File: config.mk
export PLATFORM = sky130hd
export DESIGN_NAME = race_sequencer
export DESIGN_NICKNAME = d
export VERILOG_FILES = /design/src/rtl/race_sequencer.sv
export SDC_FILE = /design/constraint.sdc
export NUM_CORES = 1
export LEC_CHECK = 0
export ABC_AREA = 1
export ABC_CLOCK_PERIOD_IN_PS = 1560
export CAP_MARGIN = 25
export CELL_PAD_IN_SITES_DETAIL_PLACEMENT = 1
export CELL_PAD_IN_SITES_GLOBAL_PLACEMENT = 1
export CORE_UTILIZATION = 30
export DETAILED_ROUTE_END_ITERATION = 10
export PLACE_DENSITY = 0.62
export SETUP_SLACK_MARGIN = 0.05
export SYNTH_ARGS = -nofsm -noshare
export SYNTH_HDL_FRONTEND = slang
export SYNTH_SLANG_ARGS = --single-unit
File: constraint.sdc
create_clock -name clk -period 1.56 [get_ports clk]
set_input_delay 0.312 -clock clk [delete_from_list [all_inputs] [get_ports clk]]
set_output_delay 0.312 -clock clk [all_outputs]
set_load 0.05 [all_outputs]
File: src/rtl/race_sequencer.sv
// Race flow controller for a two-player racing game: start handshake, countdown,
// lap counting, win/loss arbitration and post-race resynchronisation with the opponent.
module race_sequencer #(
    parameter int COUNT_FRAMES  = 180,
    parameter int LAPS_TO_WIN   = 3,
    parameter int RESYNC_FRAMES = 120
) (
    input  logic       clk,
    input  logic       btnc,
    input  logic       start_btn,
    input  logic       frame_tick,
    input  logic       lap_cross,
    input  logic       opp_valid,
    input  logic [2:0] opp_status,
    output logic [2:0] my_status,
    output logic [2:0] state,
    output logic [2:0] laps,
    output logic [7:0] cd_frames,
    output logic       move_en,
    output logic       load_start,
    output logic       won,
    output logic       lost
);

    typedef enum logic [2:0] {
        S_IDLE      = 3'd0,
        S_READY     = 3'd1,
        S_COUNTDOWN = 3'd2,
        S_RACE      = 3'd3,
        S_FINISH    = 3'd4,
        S_RESYNC    = 3'd5
    } state_t;

    typedef enum logic [2:0] {
        ST_IDLE   = 3'd0,
        ST_READY  = 3'd1,
        ST_WON    = 3'd2,
        ST_RACING = 3'd3,
        ST_LOST   = 3'd4,
        ST_RESYNC = 3'd5
    } status_t;

    localparam logic [2:0] LAPS_WIN  = 3'(LAPS_TO_WIN);
    localparam logic [2:0] LAPS_LAST = 3'(LAPS_TO_WIN - 1);
    localparam logic [7:0] CD_INIT   = 8'(COUNT_FRAMES);
    localparam logic [7:0] RS_INIT   = 8'(RESYNC_FRAMES);

    state_t     r_state,  w_state_nxt;
    status_t    r_status, w_status_nxt;
    logic [2:0] r_laps,   w_laps_nxt;
    logic [7:0] r_cd,     w_cd_nxt;
    logic [7:0] r_resync, w_resync_nxt;
    logic       r_move_en, w_move_nxt;
    logic       r_load,    w_load_nxt;
    logic       r_won,     w_won_nxt;
    logic       r_lost,    w_lost_nxt;
    logic       r_start_prev;
    logic       r_start_armed;

    logic w_start_rise;
    logic w_opp_ready;
    logic w_opp_won;
    logic w_opp_back;

    // Armed only once start_btn has been seen low since reset, so a held button cannot fire.
    assign w_start_rise = start_btn & ~r_start_prev & r_start_armed;
    assign w_opp_ready  = opp_valid && (opp_status == 3'd1);
    assign w_opp_won    = opp_valid && (opp_status == 3'd2);
    assign w_opp_back   = opp_valid && ((opp_status == 3'd0) || (opp_status == 3'd1) ||
                                        (opp_status == 3'd5));

    always_comb begin
        w_state_nxt  = r_state;
        w_laps_nxt   = r_laps;
        w_cd_nxt     = r_cd;
        w_resync_nxt = r_resync;
        w_won_nxt    = r_won;
        w_lost_nxt   = r_lost;
        w_load_nxt   = 1'b0;
        w_move_nxt   = 1'b0;

        case (r_state)
            S_IDLE: begin
                if (w_start_rise) w_state_nxt = S_READY;
            end
            S_READY: begin
                if (!start_btn) begin
                    w_state_nxt = S_IDLE;
                end else if (w_opp_ready) begin
                    w_state_nxt = S_COUNTDOWN;
                    w_cd_nxt    = CD_INIT;
                    w_load_nxt  = 1'b1;
                end
            end
            S_COUNTDOWN: begin
                if (frame_tick) begin
                    w_cd_nxt = r_cd - 8'd1;
                    if (r_cd == 8'd1) w_state_nxt = S_RACE;
                end
            end
            S_RACE: begin
                // Winning lap beats a simultaneous opponent win; a loss freezes the lap count.
                if (lap_cross && (r_laps == LAPS_LAST)) begin
                    w_laps_nxt  = LAPS_WIN;
                    w_won_nxt   = 1'b1;
                    w_state_nxt = S_FINISH;
                end else if (w_opp_won) begin
                    w_lost_nxt  = 1'b1;
                    w_state_nxt = S_FINISH;
                end else begin
                    if (lap_cross) w_laps_nxt = r_laps + 3'd1;
                    w_move_nxt = frame_tick;
                end
            end
            S_FINISH: begin
                if (w_start_rise) begin
                    w_state_nxt  = S_RESYNC;
                    w_resync_nxt = RS_INIT;
                end
            end
            S_RESYNC: begin
                if (!w_opp_back && frame_tick) w_resync_nxt = r_resync - 8'd1;
                if (w_opp_back || (frame_tick && (r_resync == 8'd1))) begin
                    w_state_nxt  = S_IDLE;
                    w_laps_nxt   = '0;
                    w_cd_nxt     = '0;
                    w_resync_nxt = '0;
                    w_won_nxt    = 1'b0;
                    w_lost_nxt   = 1'b0;
                end
            end
            default: begin
                w_state_nxt = S_IDLE;
            end
        endcase

        case (w_state_nxt)
            S_IDLE:      w_status_nxt = ST_IDLE;
            S_READY:     w_status_nxt = ST_READY;
            S_COUNTDOWN: w_status_nxt = ST_READY;
            S_RACE:      w_status_nxt = ST_RACING;
            S_FINISH:    w_status_nxt = w_won_nxt ? ST_WON : ST_LOST;
            S_RESYNC:    w_status_nxt = ST_RESYNC;
            default:     w_status_nxt = ST_IDLE;
        endcase
    end

    always_ff @(posedge clk or posedge btnc) begin
        if (btnc) begin
            r_state       <= S_IDLE;
            r_status      <= ST_IDLE;
            r_laps        <= '0;
            r_cd          <= '0;
            r_resync      <= '0;
            r_move_en     <= 1'b0;
            r_load        <= 1'b0;
            r_won         <= 1'b0;
            r_lost        <= 1'b0;
            r_start_prev  <= 1'b0;
            r_start_armed <= 1'b0;
        end else begin
            r_state       <= w_state_nxt;
            r_status      <= w_status_nxt;
            r_laps        <= w_laps_nxt;
            r_cd          <= w_cd_nxt;
            r_resync      <= w_resync_nxt;
            r_move_en     <= w_move_nxt;
            r_load        <= w_load_nxt;
            r_won         <= w_won_nxt;
            r_lost        <= w_lost_nxt;
            r_start_prev  <= start_btn;
            r_start_armed <= r_start_armed | ~start_btn;
        end
    end

    assign state      = r_state;
    assign my_status  = r_status;
    assign laps       = r_laps;
    assign cd_frames  = r_cd;
    assign move_en    = r_move_en;
    assign load_start = r_load;
    assign won        = r_won;
    assign lost       = r_lost;

endmodule

* Yosys cells after proc, flatten, opt, wreduce, memory -nomap -nowiden *
Cells that the tools add are included.

operators by class
  reductions and logical operators = 20
  add/sub/neg operators = 3
  equal/unequal tests = 26
  mux-type cells = 39
  bitwise gates (word level) = 5

operators by type and width
  operator                                                               count
  8-bit two-way mux                                                      7
  3-bit two-way mux                                                      14
  8-bit one-hot mux with 3 select lines                                  1
  3-bit by 2-bit equality test with 1-bit output, second input constant  6
  3-bit one-hot mux with 6 select lines                                  1
  8-bit by 1-bit equality test with 1-bit output, second input constant  2
  8-bit one-hot mux with 2 select lines                                  1
  8-bit by 1-bit subtractor with 8-bit output, second input constant     2
  3-bit equality test, second input constant                             5
  2-bit inequality test, second input constant                           7
  3-bit one-hot mux with 4 select lines                                  1
  1-bit two-way mux                                                      11
  3-bit by 1-bit equality test with 1-bit output, second input constant  3
  3-bit inequality test, second input constant                           3
  4-bit AND reduction                                                    2
  1-bit logical AND                                                      6
  3-bit zero test                                                        2
  3-bit one-hot mux with 2 select lines                                  1
  5-bit AND reduction                                                    1
  1-bit one-hot mux with 2 select lines                                  2
  2-bit nonzero test                                                     2
  3-bit by 1-bit adder with 3-bit output, second input constant          1
  1-bit logical OR                                                       3
  3-bit AND reduction                                                    1
  6 further kinds                                                        8

storage, ports and cells
  bits in registers = 31
  logic and storage cells = 104

* Depth between registers and ports, before layout *
Gate-level depths: netlist of the first run.

  word-level depth = 10
  gate-level depth with buffers = 11

* Least setup slack after synthesis of the first run *
No wires, ideal clock.

  path type = register to register
  from = reg r_laps[1], in the netlist laps[1]
  to = reg r_status[1], in the netlist my_status[1]
  setup time = 65 ps
  arrival time = 1667 ps
  cell stages (with the launch flop) = 10
  period minus slack after synthesis = 1732 ps
  buffers on the path = 0
  slack = -172 ps
  required time = 1495 ps
  cell sequence = dfrtp_1 ha_1 nand3_1 nand3_2 nand2_1 nor2_2 nand2_2 nor2_2 nand2_1 nand2_1

between the ends
  cells in the longest elaborated chain, start to end = 7
  elaborated cells on any way between the ends = 14

RTL lines
  item                                                                                                              RTL line  text
  start: declaration                                                                                                50        logic [2:0] r_laps, w_laps_nxt;
  start signal: assignment                                                                                          164       r_laps <= w_laps_nxt;
  3-bit by 2-bit equality test with 1-bit output (*)                                                                103       if (lap_cross && (r_laps == LAPS_LAST)) begin
  1-bit logical AND (*)                                                                                             103
  3-bit two-way mux (*)                                                                                             103
  3-bit one-hot mux with 6 select lines (*)                                                                         82        case (r_state)
  named net w_state_nxt[0]                                                                                          48        state_t r_state, w_state_nxt;
  3-bit by 2-bit equality test with 1-bit output or 3-bit by 1-bit equality test with 1-bit output (tied branches)  137       case (w_state_nxt)
  2-bit OR reduction (no source line)                                                                               --
  3-bit one-hot mux with 4 select lines (*)                                                                         137
  named net w_status_nxt[1]                                                                                         49        status_t r_status, w_status_nxt;
  end signal: assignment                                                                                            163       r_status <= w_status_nxt;
  end: declaration                                                                                                  49

Mark *: on every way through the listed nets, which the timed path passes. The rest lies on a longest branch.
A chain may end at the register's enable or synchronous reset.

* Final worst setup path of the first run *
  from = reg r_state[2], in the netlist state[2]
  to = reg r_cd[4], in the netlist cd_frames[4]

between the ends
  cells in the longest elaborated chain, start to end = 3
  elaborated cells on any way between the ends = 10

RTL lines
  item                                                                          RTL line  text
  start: declaration                                                            48
  start signal: assignment                                                      162       r_state <= w_state_nxt;
  3-bit by 1-bit equality test with 1-bit output (tied with other cells)        82
  2-bit inequality test (no source line) or 3-bit nonzero test (tied branches)  --
  5-bit AND reduction (no source line)                                          --
  end signal: assignment                                                        165       r_cd <= w_cd_nxt;
  end: declaration                                                              51        logic [7:0] r_cd, w_cd_nxt;

Parallel ways exist; a longest one is shown, timed or not.

==> impl_metrics.ini, run 1 <==
[route]
drt_iter0_drc = 43
antenna_left = 0
drc = 0
vias_per_cell = 4.72
firstDrtPassIters = 4
wl_per_cell_um = 13.9
totalWireLength_um = 5580
vias = 1893

[sta]
setup_ws_ns = 0.0497
fin_crit_ns = 1.51
rsz0062_at_grt = yes
hold_slack_ns = 0.371
finClkSkew_ns = 0.00863
max_slew_margin_pct = 83.7
finalCritPeriodShare_pct = 96.8
slew_viol_final = 0
max_freq_mhz = 662
setup_viol = 0
finalHoldViolCount = 0
tightestPinTransition_ns = 0.245

[clocking]
ctsHoldBuffers = 0
numCtsBuffers = 5
cts_root_buf = clkbuf_8
htreeDepth = 2
clk_path_buf_depth = 2
clk_latency_ns = 0.29
cts_tree = built
clk_pin_slew_worst_paths_ns = 0.07
cts_sinks = 31

[yosys]
async_reset_ff_share_pct = 100
ys_warn_count = 0
netlist_instances = 251
syn_nets = 266
yosysSeqAreaShare_pct = 42.0
synth_area_per_cell_sq_um = 7.36
netlist_top_cells_area = dfrtp_1, nand2_1, inv_1, nand3_1, nor2_1
yosysTopAreaCell = dfrtp_1
ys_seq_elements = 31
synth_common_cells = nand2_1, inv_1, dfrtp_1
synth_edf_count = 0
yosys.area.top_type_share_pct = 42.0
ys_types = 24
synth_flop_cell = dfrtp_1
yosysMostFrequentCell = nand2_1
syn-cell-area_sq_mm = 0.00185

[die]
dieArea_sq_mm = 0.00647
num_io_pins = 30
rows = 28
core_region_area_sq_mm = 0.00592
initial_core_util_pct = 31.2
die_w_um = 80.5
die_y_um = 80.5

[critical_path]
path_class = reg2reg
arrival_ns = 1.72
start_kind = flip-flop
crit_fanout = 6
cp-end-kind = flip-flop
worstPathRequired_ns = 1.77

[global_route]
antenna_found_initial = 0
grt_pass1_wl_um = 8760
grt_overflow = 0
grt_max_degree = 32
track_usage_pct = 17.9
grt_pass1_vias = 1914

[cells_and_area]
final-seq-area_sq_um = 785
drive_gt1_share_pct = 45.1
multi_input_area_sq_mm = 0.00107
diodes = 0
n_fill_cell = 711
fin_cells = 401
nets = 340
utilization_pct = 51.7
area_growth_pct = 65.9

[placed_design]
place.gp.congestion = 0.796
io_buffer_count = 29
dp_hpwl_um = 3920
dpl_worst_slack_ns = -0.334
placedCellCount = 380

[min_path]
hold_class = in2async

[pwr]
max-vdd-ir-drop_uv = 932
p_per_area_mw_per_mm2 = 1780
p_total_mw = 5.47
p_leak_nw = 1.47

[run_status]
status = completed

[flow_run]
cap_violations = 0
-- worst paths after layout --
kind | slack [ns] | depth (start not counted) | end | start
setup / recovery | 0.05 | 11 | cd_frames[4]$_DFFE_PP0P_ | state[2]$_DFF_PP0_
hold / removal | 0.37 | 3 | r_resync[4]$_DFFE_PP0P_ | btnc
setup reg to reg | 0.05 | 11 | cd_frames[4]$_DFFE_PP0P_ | state[2]$_DFF_PP0_
hold reg to reg | 0.46 | 2 | r_start_armed$_DFF_PP0_ | r_start_armed$_DFF_PP0_
max in group asynchronous | 1.00 | 3 | cd_frames[0]$_DFFE_PP0P_ | btnc
min in group clk | 0.40 | 2 | r_start_prev$_DFF_PP0_ | start_btn
-- through the flow --
| step | TNS (ns) | instance area (sq um) |
|---|---|---|
| 5_1_grt | -0.300 | 3060 |
| 3_3_place_gp | -5.09 | 2610 |
| 2_1_floorplan | 0 | 1860 |
| 6_report | 0 | 3060 |
| 4_1_cts | 0 | 2780 |
| 3_5_place_dp | -6.23 | 2610 |
-- per-layer routing --
layer  vias up  part of all wire (%)  wire length [um]  GRT usage (%)
met5         -                     0                 0              0
met4         0                   1.1                61           6.07
met3         6                   2.1               118           3.30
met2        18                    52              2910           31.0
met1       930                    45              2480           22.0
li1        939                     -                 -              -
-- where the power goes --
group / internal, mW / total (mW) / switching, mW / leakage (nW)
clock: 0.356 / 0.672 / 0.316 / 0.0482
combinational: 1.58 / 3.50 / 1.92 / 1.05
sequential: 1.05 / 1.29 / 0.242 / 0.373
total: 2.99 / 5.47 / 2.48 / 1.47
-- worst max-delay path: stages (launching register included) --
cell and delay, ns:
dfrtp_2 0.45, inv_2 0.11, nand2_2 0.08, nor2_4 0.13, nand2_1 0.06, nand2_1 0.07
o21ai_2 0.07, nor2_4 0.12, buf_6 0.12, clkbuf_16 0.14, nand2_2 0.04, o21ai_1 0.06
-- cell type report --
cell class              count  share of cell area (%)
clock buffers               7                    2.82
clock inverters             1                   0.163
inverters                  41                    5.27
multi-input cells         176                    35.1
flip-flops and latches     31                    25.6
well taps                  75                    3.06
repair buffers             70                    28.0
-- sequential cells by signal, indices dropped and copies added, names as in the netlist --
name / count
r_start_prev: 1
state: 3
r_start_armed: 1
won: 1
laps: 3
my_status: 3
move_en: 1
lost: 1
r_resync: 8
cd_frames: 8
load_start: 1
-- cells by family after synthesis --
family / Yosys count / synth area share, %
buffers and inverters: 44 / 10.2
and+or+nand+nor: 135 / 33.0
xor gates and xnor gates: 2 / 0.949
adders and majority gates: 6 / 4.06
DFF: 31 / 42.0
AOI/OAI and AO/OA: 33 / 9.76
-- repair_timing --
item                       in CTS  in global routing
hold endpoints to repair        0                  0
pin swaps                       2                 20
setup endpoints to repair      13                 24
cloned                          1                  1
buffers inserted                1                 10
resized for setup              12                 58
-- placed cells by master, fill, tap and decap left out, types with 2 or more instances in the layout --
| cell type | count |
|---|---|
| nand2_1 | 54 |
| buf_4 | 37 |
| inv_1 | 27 |
| dfrtp_1 | 24 |
| nand2_2 | 21 |
| buf_12 | 20 |
| nor2_1 | 18 |
| nand3_1 | 15 |
| o21ai_0 | 13 |
| inv_2 | 12 |
| nor2_2 | 7 |
| dfrtp_2 | 7 |
| nand3_4 | 6 |
| o21ai_1 | 6 |
| clkbuf_8 | 6 |
| o21ai_2 | 5 |
| nor2_4 | 4 |
| dlymetal6s2s_1 | 4 |
| nand3_2 | 3 |
| a21oi_2 | 3 |
| a21oi_1 | 3 |
| o22ai_1 | 3 |
| ha_1 | 3 |
| buf_6 | 3 |
| nor3_2 | 2 |
| xor2_1 | 2 |
| ha_2 | 2 |
| clkdlybuf4s50_1 | 2 |
| dlygate4sd2_1 | 2 |
Note: power is estimated with default switching activity, not from simulation.
==> run 2, diff against run 1 <==
--- a/config.mk
+++ b/config.mk
@@ -12,7 +12,7 @@
 export CELL_PAD_IN_SITES_GLOBAL_PLACEMENT = 1
 export CORE_UTILIZATION = 30
 export DETAILED_ROUTE_END_ITERATION = 10
-export PLACE_DENSITY = 0.62
+export PLACE_DENSITY_LB_ADDON = 0.1
 export SETUP_SLACK_MARGIN = 0.05
 export SYNTH_ARGS = -nofsm -noshare
 export SYNTH_HDL_FRONTEND = slang
==> impl_metrics.ini, run 2 (synthesis gave the netlist of run 1 again) <==
[global_route]
track_usage_pct = 18.9
grt_pass1_vias = 1984
grt_max_degree = 32
antenna_found_initial = 0
grt_pass1_wl_um = 9250
grt_overflow = 0

[clocking]
htreeDepth = 2
ctsHoldBuffers = 0
clk_pin_slew_worst_paths_ns = 0.07
clk_latency_ns = 0.29
cts_tree = built
cts_sinks = 31
clk_path_buf_depth = 2
cts_root_buf = clkbuf_8
numCtsBuffers = 5

[run_status]
status = completed

[die]
dieArea_sq_mm = 0.00647
initial_core_util_pct = 31.2
die_y_um = 80.5
num_io_pins = 30
core_region_area_sq_mm = 0.00592
rows = 28
die_w_um = 80.5

[route]
totalWireLength_um = 5550
wl_per_cell_um = 14.1
vias = 1857
drc = 0
drt_iter0_drc = 56
firstDrtPassIters = 4
antenna_left = 0
vias_per_cell = 4.71

[placed_design]
dp_hpwl_um = 4160
io_buffer_count = 29
placedCellCount = 379
place.gp.congestion = 0.773

[sta]
setup_viol = 0
finClkSkew_ns = 0.00876
slew_viol_final = 0
tightestPinTransition_ns = 0.291
finalCritPeriodShare_pct = 94.9
hold_slack_ns = 0.364
fin_crit_ns = 1.48
max_freq_mhz = 676
finalHoldViolCount = 0
rsz0062_at_grt = yes
max_slew_margin_pct = 80.4

[cells_and_area]
area_growth_pct = 57.0
nets = 333
diodes = 0
n_fill_cell = 729
layout_common_cells = nand2_1, buf_4, inv_1
fin_cells = 394
drive_gt1_share_pct = 40.4
final_common_cell = nand2_1

[flow_run]
cap_violations = 0

[critical_path]
start_kind = flip-flop
path_buf_inv = 3
worstPathRequired_ns = 1.77
crit_fanout = 7
regToRegSetupSlack_ns = 0.08
arrival_ns = 1.69
crit_chain = inv_2, ha_4, nand2_2, nor2_4, nand2_2, nand3_4, inv_4, nor2_4, buf_6, nand2_2, o21ai_1
path_class = reg2reg
path_delay_family = simple AND/OR/NAND/NOR gates
critical_path.max_stage_delay_ns = 0.38
cp-end-kind = flip-flop
cp_common_cell = nand2_2
critical-path-slowest-cell = dfrtp_1

[min_path]
hold_class = in2async

[pwr]
max-vdd-ir-drop_uv = 913
p_per_area_mw_per_mm2 = 1830
p_leak_nw = 1.38
## run 2: path summary, 6_finish.rpt
| path | cells after the start | start | end |
|---|---|---|---|
| hold / removal | 3 | btnc | r_resync[7]$_DFFE_PP0P_ |
| setup / recovery | 11 | r_resync[1]$_DFFE_PP0P_ | cd_frames[1]$_DFFE_PP0P_ |
| min in group clk | 2 | r_start_armed$_DFF_PP0_ | r_start_armed$_DFF_PP0_ |
| max in group asynchronous | 3 | btnc | cd_frames[1]$_DFFE_PP0P_ |
| setup reg to reg | 11 | r_resync[1]$_DFFE_PP0P_ | cd_frames[1]$_DFFE_PP0P_ |
| hold reg to reg | 2 | r_start_armed$_DFF_PP0_ | r_start_armed$_DFF_PP0_ |
## run 2: timing repair
item                       in CTS  in global routing
resized for setup              14                 44
pin swaps                       4                 11
setup endpoints to repair      22                 24
gates cloned                    0                  0
buffers inserted                2                  5
## run 2: through the flow
step,utilization (%),total power [mW],setup TNS [ns],setup slack (ns),cell area (sq um)
after global placement,43.5,4.09,-5.77,-0.308,2580
after detailed placement,43.5,4.15,-7.33,-0.354,2580
after CTS,46.2,5.14,0,0.0304,2740
after global routing,49.0,5.67,-0.153,-0.0599,2900
final,49.0,5.31,0,0.0803,2900
after floorplan,-,2.94,0,0.0487,1860
## run 2: worst reg2reg max path, stage by stage, from the launching register on
cell	delay (ns)
dfrtp_1	0.38
inv_2	0.08
ha_4	0.13
nand2_2	0.06
nor2_4	0.08
nand2_2	0.07
nand3_4	0.09
inv_4	0.05
nor2_4	0.18
buf_6	0.17
nand2_2	0.05
o21ai_1	0.07
## run 2: area by class of cell
cell class	instances	area, sq um	area share (%)
clock buffer	6	82.6	2.85
clock inverter	2	35.0	1.21
inverter	41	161	5.57
multi-input combinational	176	1020	35.2
sequential	31	785	27.0
tap	75	93.8	3.24
timing repair buffer	63	721	24.8
## run 2: power breakdown
| part | switching (mW) | internal [mW] | total (mW) |
|---|---|---|---|
| registers | 0.244 | 1.05 | 1.30 |
| clock network | 0.334 | 0.517 | 0.851 |
| logic | 1.83 | 1.33 | 3.16 |
## run 2: routing by layer
metal | vias up | share of wire, % | global-route usage [%]
met1 | 905 | 45 | 23.4
met3 | 7 | 2.4 | 3.75
met2 | 25 | 51 | 32.9
met5 | - | 0 | 0
li1 | 920 | - | -
met4 | 0 | 1.2 | 5.36
